**config.mk**
```make
export PLATFORM = sky130hd
export DESIGN_NAME = jtsdram_bank_fill
export DESIGN_NICKNAME = d
export VERILOG_FILES = /design/src/rtl/jtsdram_pkg.sv /design/src/rtl/jtsdram_lfsr16.sv /design/src/rtl/jtsdram_bank_fill.sv
export SDC_FILE = /design/constraint.sdc
export NUM_CORES = 1
export LEC_CHECK = 0
export ABC_CLOCK_PERIOD_IN_PS = 2800
export CAP_MARGIN = 20
export CORE_MARGIN = 2
export CORE_UTILIZATION = 30
export CTS_CLUSTER_DIAMETER = 150
export CTS_CLUSTER_SIZE = 40
export DETAILED_ROUTE_END_ITERATION = 16
export HOLD_SLACK_MARGIN = 0.02
export SYNTH_ARGS = -nofsm -noshare
export SYNTH_HDL_FRONTEND = slang
export SYNTH_SLANG_ARGS = --single-unit
```
**constraint.sdc**
```tcl
create_clock -name clk -period 2.8 [get_ports clk]
set_input_delay 0.84 -clock clk [delete_from_list [all_inputs] [get_ports clk]]
set_output_delay 0.84 -clock clk [all_outputs]
set_load 0.05 [all_outputs]
```
**src/rtl/jtsdram_pkg.sv**
```systemverilog
// Shared definitions for the SDRAM bank fill/check slice: FSM state
// encoding, the pattern LFSR taps and the default pattern seed.
package jtsdram_pkg;

  typedef enum logic [1:0] {
    ST_IDLE = 2'd0,
    ST_REQ  = 2'd1,
    ST_WAIT = 2'd2,
    ST_DONE = 2'd3
  } state_t;

  // Feedback taps: bits 15, 13, 12 and 10
  localparam logic [15:0] LFSR_TAPS = 16'hB400;

  // Default pattern after reset (must be non-zero)
  localparam logic [15:0] SEED_DEF = 16'hA5C3;

  // One raw LFSR step, without any zero-state handling
  function automatic logic [15:0] lfsr_step(input logic [15:0] d);
    return {d[14:0], ^(d & LFSR_TAPS)};
  endfunction

endpackage

```
**src/rtl/jtsdram_lfsr16.sv**
```systemverilog
// Combinational next-pattern function for the 16-bit fill pattern.
// The all-zero state would lock the LFSR, so it is replaced by 1.
module jtsdram_lfsr16
  import jtsdram_pkg::*;
(
  input  logic [15:0] din,
  output logic [15:0] dout
);

  logic [15:0] step_s;

  assign step_s = lfsr_step(din);

  // Next pattern with the zero-lockout escape
  always_comb begin
    dout = step_s;
    if (step_s == 16'h0000) begin
      dout = 16'h0001;
    end else begin
      dout = step_s;
    end
  end

endmodule

```
**src/rtl/jtsdram_bank_fill.sv**
```systemverilog
// Fills one SDRAM bank with the constant word {2{data_ref}}, one address
// per wr/ack/rdy handshake. data_ref only moves on an accepted start so the
// downstream checker can compare against it after the pass has finished.
module jtsdram_bank_fill
  import jtsdram_pkg::*;
#(
  parameter int          AW   = 22,
  parameter logic [15:0] SEED = SEED_DEF,
  parameter int          TOUT = 255
)(
  input  logic          clk,
  input  logic          rst_n,
  input  logic          start,
  input  logic          pat_ld,
  input  logic [15:0]   pat_in,
  output logic [AW-1:0] addr,
  output logic          wr,
  input  logic          ack,
  input  logic          rdy,
  output logic [31:0]   data_write,
  output logic [15:0]   data_ref,
  output logic          busy,
  output logic          done,
  output logic          tout_err
);

  // Counter value at which one more stalled cycle means the timeout is reached
  localparam logic [7:0]    TOUT_LAST = 8'(TOUT - 1);
  localparam logic [AW-1:0] ADDR_ONE  = AW'(1);

  state_t      state_r;
  logic [7:0]  wait_cnt_r;
  logic [15:0] lfsr_next_s;
  logic        last_s;
  logic        tout_hit_s;

  jtsdram_lfsr16 u_lfsr (
    .din  (data_ref),
    .dout (lfsr_next_s)
  );

  assign data_write = {2{data_ref}};
  assign last_s     = &addr;
  assign tout_hit_s = (wait_cnt_r == TOUT_LAST);

  // Fill sequencer: start/handshake/timeout FSM with registered outputs
  always_ff @(posedge clk or negedge rst_n) begin
    if (!rst_n) begin
      state_r    <= ST_IDLE;
      addr       <= '0;
      wr         <= 1'b0;
      busy       <= 1'b0;
      done       <= 1'b0;
      tout_err   <= 1'b0;
      data_ref   <= SEED;
      wait_cnt_r <= 8'd0;
    end else begin
      case (state_r)
        ST_IDLE, ST_DONE: begin
          if (start) begin
            data_ref   <= pat_ld ? pat_in : lfsr_next_s;
            addr       <= '0;
            wr         <= 1'b1;
            busy       <= 1'b1;
            done       <= 1'b0;
            tout_err   <= 1'b0;
            wait_cnt_r <= 8'd0;
            state_r    <= ST_REQ;
          end
        end
        ST_REQ: begin
          if (ack && rdy) begin
            // Accept and completion together: skip WAIT entirely
            wait_cnt_r <= 8'd0;
            if (last_s) begin
              wr      <= 1'b0;
              busy    <= 1'b0;
              done    <= 1'b1;
              state_r <= ST_DONE;
            end else begin
              addr    <= addr + ADDR_ONE;
              wr      <= 1'b1;
              state_r <= ST_REQ;
            end
          end else if (ack) begin
            wr         <= 1'b0;
            wait_cnt_r <= 8'd0;
            state_r    <= ST_WAIT;
          end else if (tout_hit_s) begin
            wr         <= 1'b0;
            busy       <= 1'b0;
            done       <= 1'b1;
            tout_err   <= 1'b1;
            wait_cnt_r <= 8'd0;
            state_r    <= ST_DONE;
          end else begin
            wait_cnt_r <= wait_cnt_r + 8'd1;
          end
        end
        ST_WAIT: begin
          if (rdy) begin
            wait_cnt_r <= 8'd0;
            if (last_s) begin
              wr      <= 1'b0;
              busy    <= 1'b0;
              done    <= 1'b1;
              state_r <= ST_DONE;
            end else begin
              addr    <= addr + ADDR_ONE;
              wr      <= 1'b1;
              state_r <= ST_REQ;
            end
          end else if (tout_hit_s) begin
            wr         <= 1'b0;
            busy       <= 1'b0;
            done       <= 1'b1;
            tout_err   <= 1'b1;
            wait_cnt_r <= 8'd0;
            state_r    <= ST_DONE;
          end else begin
            wait_cnt_r <= wait_cnt_r + 8'd1;
          end
        end
        default: begin
          wr         <= 1'b0;
          busy       <= 1'b0;
          wait_cnt_r <= 8'd0;
          state_r    <= ST_IDLE;
        end
      endcase
    end
  end

endmodule

```
==> metrics.cfg, run 1 <==
[finish]
final_cell_area_mm2 = 0.00420
seq_area_mm2 = 0.00131
final_layout_size_suffix_gt1_frac = 0.105
area_growth_pct = 32.1
antenna_cells = 0
multi_input_area_mm2 = 0.00152
fillers = 1022
num-nets-final = 444
post-route-util = 0.406

[route]
drt-initial-drc-count = 108
wl_per_cell_um = 14.2
vias = 2745
dr.pass1.iters = 4
postRouteAntennaNets = 0
drc_errors = 0
wirelength_um = 7890
viasPerCell = 4.95

[sta]
finalCritPeriodShare = 0.921
final_max_slew_viol_count = 0
setup_violations = 0
tightest_slew_ns = 0.685
fmax_mhz = 388
fin_skew_ns = 0.00523
setup_tns_ns = 0
rsz0062_at_grt = no
hold_viol = 0
slew_headroom = 0.543
period_minus_slack_ns = 2.58

[setup_path]
max_stage_delay_ns = 0.82
path_max_fanout = 7
startpoint = data_ref[10]$_DFFE_PN1P_
path_cells = clkdlybuf4s50_1
cp.depth = 1
criticalPathCategory = reg -> out
rr_worst_depth = 8
cp-end-kind = output pin
crit_family = buffers and inverters
crit_path_start_kind = flop
rrSetupSlack_ns = 0.55
crit_buf_inv = 1
endpoint = data_write[26]
cp_slowest_cell = clkdlybuf4s50_1
r2r_end = addr[20]$_DFFE_PN0P_
cp.required_ns = 1.96
critical_path_arrival_ns = 1.74
reg2reg_from = state_r[0]$_DFFE_PN0N_

[clocking]
root_buffer = clkbuf_8
post_cts_buffers = 0
cts_made_buffers = 5
cts_hold_buf = 0
htree_num_levels = 2
clk_latency_ns = 0.30
cts_tree = yes
cts_sinks = 52
cts_resized = 0
clk_pin_slew_ns = 0.09
max-clock-path-buffers = 2

[logic_synthesis]
synth_fp_nets = 372
async_reset_ff_frac = 1.00
ys.flop_type = dfrtp_1
synth_top_area_cell = dfrtp_1
yosysSeqAreaShare = 0.413
syn-instance-count = 345
yosys.cell_count.top_type = dfrtp_1
avgSynthCellArea_um2 = 9.21
synth_seq_cells = 52
synthTopCellsByArea = dfrtp_1 (35%), buf_4 (7.6%), dfstp_2 (6.6%)
synth-edff-count = 0
synth.top_cell.area_share = 0.347
synth_cell_type_count = 55
netlist_top_cells_count = dfrtp_1 (44), nand2_1 (37), buf_4 (32)
yosys_warnings = 0
syn_area_mm2 = 0.00318

[placement]
place_area_mm2 = 0.00409
hpwl_um = 5830
portBuffers = 95
gp_congestion = 0.807

[die]
core_mm2 = 0.0103
die_h_um = 107
rows = 37
chipWidth_um = 107
die_area_mm2 = 0.0114
start_util = 0.308
boundaryPins = 96

[grt]
grt_pass1_wl_um = 13100
grt-ovfl-total = 0
grt_max_degree = 53
grt.total_usage = 0.141
grt_pass1_vias = 2586
antenna_found_initial = 0

[power]
ir_drop_mv = 0.614
p_leak_uw = 0.00170
power_density_mw_per_mm2 = 1070
p_total_uw = 4480

[min_path]
hold_class = reg -> reg

[run_status]
status = completed

[flow_run]
drv_cap = 0

[layer usage]
| metal | global-route usage | vias up | share of wire |
|---|---|---|---|
| li1 | - | 1359 | - |
| met1 | 0.192 | 1295 | 0.46 |
| met2 | 0.233 | 85 | 0.47 |
| met3 | 0.0261 | 6 | 0.053 |
| met4 | 0.0334 | 0 | 0.0095 |
| met5 | 0 | - | 0 |
[worst reg2reg max path, delay by kind of cell, from the launching register on]
family | cells | cell delay (ns)
simple gates | 2 | 0.58
compound gates | 3 | 0.58
flops | 1 | 0.40
fa+ha+maj | 1 | 0.30
buf+inv | 2 | 0.29
[placed cells by master, fill, tap and decap left out, drive strengths merged, types with 2 or more instances in the layout]
master	count
and3	3
and2	2
a21oi	18
nand3	15
or3	6
inv	7
dfrtp	44
ha	5
a22o	2
clkdlybuf4s50	94
nor3	4
xor2	2
nor4	9
clkbuf	6
or4	2
and4	4
dfstp	8
nand2	37
nor2	25
a31oi	5
buf	16
a211o	3
a22oi	3
a31o	2
xnor2	11
mux2i	16
nand4	8
o21ai	29
nand2b	3
nor2b	3
nand3b	2
a221o	3
a211oi	5
o21bai	2
[registers in the layout (all words and copies together), names as in the netlist]
| register | flops |
|---|---|
| addr | 22 |
| busy | 1 |
| data_ref | 16 |
| done | 1 |
| state_r | 2 |
| tout_err | 1 |
| wait_cnt_r | 8 |
| wr | 1 |
[worst min-delay path by stage]
stage / depth (start not counted) / slack (ns) / endpoint / from
after floorplan: 1 / 0.45 / wait_cnt_r[7]$_DFFE_PN0N_ / wait_cnt_r[7]$_DFFE_PN0N_
after global placement: 1 / 0.47 / wait_cnt_r[7]$_DFFE_PN0N_ / wait_cnt_r[7]$_DFFE_PN0N_
after detailed placement: 1 / 0.48 / wait_cnt_r[7]$_DFFE_PN0N_ / wait_cnt_r[7]$_DFFE_PN0N_
after CTS: 1 / 0.49 / wait_cnt_r[7]$_DFFE_PN0N_ / wait_cnt_r[7]$_DFFE_PN0N_
after global routing: 1 / 0.53 / wait_cnt_r[6]$_DFFE_PN0N_ / wait_cnt_r[6]$_DFFE_PN0N_
final: 1 / 0.50 / wait_cnt_r[7]$_DFFE_PN0N_ / wait_cnt_r[7]$_DFFE_PN0N_
[through the flow]
stage | instances | worst slack, ns | hold slack, ns
final | 554 | 0.221 | 0.501
after global routing | 554 | 0.146 | 0.530
after CTS | 554 | 0.199 | 0.492
after detailed placement | 546 | 0.0639 | 0.479
after global placement | 546 | 0.0984 | 0.473
after floorplan | 345 | 0.491 | 0.450
[kinds of logic (layout without fill, tap and decap cells)]
family,count (synthesis),after routing,share of synthesized area
compound gates,79,79,0.156
xor+xnor,13,13,0.0358
fa+ha+maj,5,5,0.0197
buf+inv,52,125,0.108
flops,52,52,0.413
mux,17,17,0.0540
simple gates,127,127,0.213
[cell type report]
type / count / share of cell area
timing repair buffer: 110 / 0.252
inverter: 7 / 0.00626
sequential: 52 / 0.312
clock inverter: 2 / 0.00835
multi-input combinational: 241 / 0.363
tap: 136 / 0.0405
clock buffer: 6 / 0.0173
[where the power goes]
| part | switching [uW] | internal [uW] | leakage [uW] | total, uW |
|---|---|---|---|---|
| clock | 246 | 266 | 0.0000552 | 512 |
| sequential | 259 | 957 | 0.000677 | 1220 |
| combinational | 1840 | 920 | 0.000968 | 2760 |
| total | 2340 | 2140 | 0.00170 | 4480 |
Power figures use the tool's default switching activity.
==> inputs of run 2 (changes only) <==
--- a/config.mk
+++ b/config.mk
@@ -13,6 +13,7 @@
 export CTS_CLUSTER_SIZE = 40
 export DETAILED_ROUTE_END_ITERATION = 16
 export HOLD_SLACK_MARGIN = 0.02
+export REMOVE_ABC_BUFFERS = 1
 export SYNTH_ARGS = -nofsm -noshare
 export SYNTH_HDL_FRONTEND = slang
 export SYNTH_SLANG_ARGS = --single-unit
==> run 2 against run 1 <==
Critical path depth unchanged. Combinational power barely moved. Global-route usage down 0.055 points. Non-clock buffer count increased by 1. Clock power fell by 1%. Critical path type unchanged. Largest power group unchanged. Highest routed layer unchanged.
==> metrics.cfg, run 2 (synthesized netlist as in run 1, its figures left out) <==
[sta]
setup_tns_ns = 0  ; unchanged
holdWs_ns = 0.467  ; was 0.501 ns
slew_headroom = 0.624  ; was 0.543
setup_violations = 0  ; unchanged
tightest_slew_ns = 0.559  ; was 0.685 ns
final_max_slew_viol_count = 0  ; unchanged
rsz0062_at_grt = no  ; unchanged
fin_skew_ns = 0.00548  ; was 0.00523 ns
finalCritPeriodShare = 0.918  ; was 0.921
period_minus_slack_ns = 2.57  ; was 2.58 ns
fmax_mhz = 389  ; was 388 MHz
hold_viol = 0  ; unchanged

[grt]
grt.met3_usage = 0.0274  ; was 0.0261
grt-ovfl-total = 0  ; unchanged
top_usage_layer = met2  ; unchanged
grt.total_usage = 0.141  ; about the same
grtUsageMet2 = 0.220  ; was 0.233
grt_max_degree = 33  ; was 53
grt_pass1_vias = 2594  ; was 2586
grt_pass1_wl_um = 13100  ; about the same
antenna_found_initial = 0  ; unchanged
gr-usage-met1 = 0.201  ; was 0.192

[clocking]
cts_hold_buf = 0  ; unchanged
cts_resized = 0  ; unchanged
cts_made_buffers = 5  ; unchanged
clk_latency_ns = 0.30  ; about the same
cts_sinks = 52  ; unchanged
post_cts_buffers = 0  ; unchanged
htree_num_levels = 2  ; unchanged
max-clock-path-buffers = 2  ; unchanged
cts_tree = yes  ; unchanged
root_buffer = clkbuf_8  ; unchanged
clk_pin_slew_ns = 0.09  ; about the same

[setup_path]
crit_path_start_kind = flop  ; unchanged
max_stage_delay_ns = 0.82  ; about the same
cp-end-kind = output pin  ; unchanged
critical_path_arrival_ns = 1.73  ; was 1.74 ns
path_max_fanout = 7  ; unchanged
cp_slowest_cell = clkdlybuf4s50_1  ; unchanged
cp.required_ns = 1.96  ; about the same
criticalPathCategory = reg -> out  ; unchanged
crit_family = buffers and inverters  ; unchanged
crit_buf_inv = 1  ; unchanged
path_cells = clkdlybuf4s50_1  ; unchanged

[power]
ir_drop_mv = 0.596  ; was 0.614 mV
p_leak_uw = 0.00171  ; was 0.00170 uW
power_density_mw_per_mm2 = 1060  ; was 1070 mW/mm^2

[die]
start_util = 0.308  ; unchanged
rows = 37  ; unchanged
boundaryPins = 96  ; unchanged
chipWidth_um = 107  ; unchanged
core_mm2 = 0.0103  ; unchanged
die_h_um = 107  ; unchanged
die_area_mm2 = 0.0114  ; unchanged

[finish]
final_layout_size_suffix_gt1_frac = 0.107  ; was 0.105
final_cell_mix = clkdlybuf4s50_1 (94), dfrtp_1 (44), nand2_1 (37)  ; unchanged
post-route-util = 0.407  ; was 0.406
area_growth_pct = 32.3  ; was 32.1%
antenna_cells = 0  ; unchanged
reg_top3 = addr x22, data_ref x16, wait_cnt_r x8  ; unchanged
layout_commonest_cell = clkdlybuf4s50_1  ; unchanged
largest-register = addr  ; unchanged
num-nets-final = 445  ; was 444
largest_reg_flops = 22  ; unchanged
instances_no_fill = 555  ; was 554

[route]
drt-initial-drc-count = 130  ; was 108
drc_errors = 0  ; unchanged
dr.pass1.iters = 4  ; unchanged
vias = 2744  ; was 2745
viasPerCell = 4.94  ; was 4.95
wl_per_cell_um = 14.2  ; about the same
postRouteAntennaNets = 0  ; unchanged
wirelength_um = 7870  ; was 7890 um

[placement]
placed_cells = 547  ; was 546
hpwl_um = 5980  ; was 5830 um
gp_congestion = 0.803  ; was 0.807
portBuffers = 95  ; unchanged

[min_path]
hold_class = in -> async  ; was reg -> reg

[flow_run]
drv_cap = 0  ; unchanged

[run_status]
status = completed  ; unchanged

-- run 2: power by group --
part / total, uW / internal [uW] / switching [uW]
registers: 1200 / 957 / 245
logic: 2760 / 911 / 1850
clock network: 507 / 266 / 241
-- run 2: routing by layer --
layer	vias up	wire [um]
met5	-	0
met4	0	83
met3	8	363
met2	82	3480
met1	1297	3950
li1	1357	-
-- run 2: metrics by stage --
| step | setup slack, ns | instance area, um^2 | power, uW |
|---|---|---|---|
| 2_1_floorplan | 0.305 | 2860 | 2980 |
| 3_3_place_gp | 0.156 | 4100 | 3960 |
| 3_5_place_dp | 0.0914 | 4100 | 3990 |
| 4_1_cts | 0.210 | 4200 | 4500 |
| 5_1_grt | 0.173 | 4200 | 4710 |
| 6_report | 0.229 | 4200 | 4470 |
-- run 2: cell type report --
| type | count | area, um^2 |
|---|---|---|
| Clock buffer | 6 | 72.6 |
| Tap cell | 136 | 170 |
| Fill cell | 998 | 6120 |
| Multi-Input combinational cell | 241 | 1520 |
| Sequential cell | 52 | 1310 |
| Inverter | 7 | 26.3 |
| Clock inverter | 2 | 35.0 |
| Timing Repair Buffer | 111 | 1070 |
-- run 2: worst paths after layout --
check	slack, ns	cells past startpoint	to	from
max reg2reg	0.57	6	addr[1]$_DFFE_PN0P_	addr[0]$_DFFE_PN0P_
min	0.47	1	data_ref[2]$_DFFE_PN0P_	rst_n
max in group asynchronous	1.66	2	data_ref[6]$_DFFE_PN1P_	rst_n
max	0.23	1	data_write[10]	data_ref[10]$_DFFE_PN1P_
min in group clk	0.50	1	wait_cnt_r[6]$_DFFE_PN0N_	wait_cnt_r[6]$_DFFE_PN0N_
min reg2reg	0.50	1	wait_cnt_r[6]$_DFFE_PN0N_	wait_cnt_r[6]$_DFFE_PN0N_
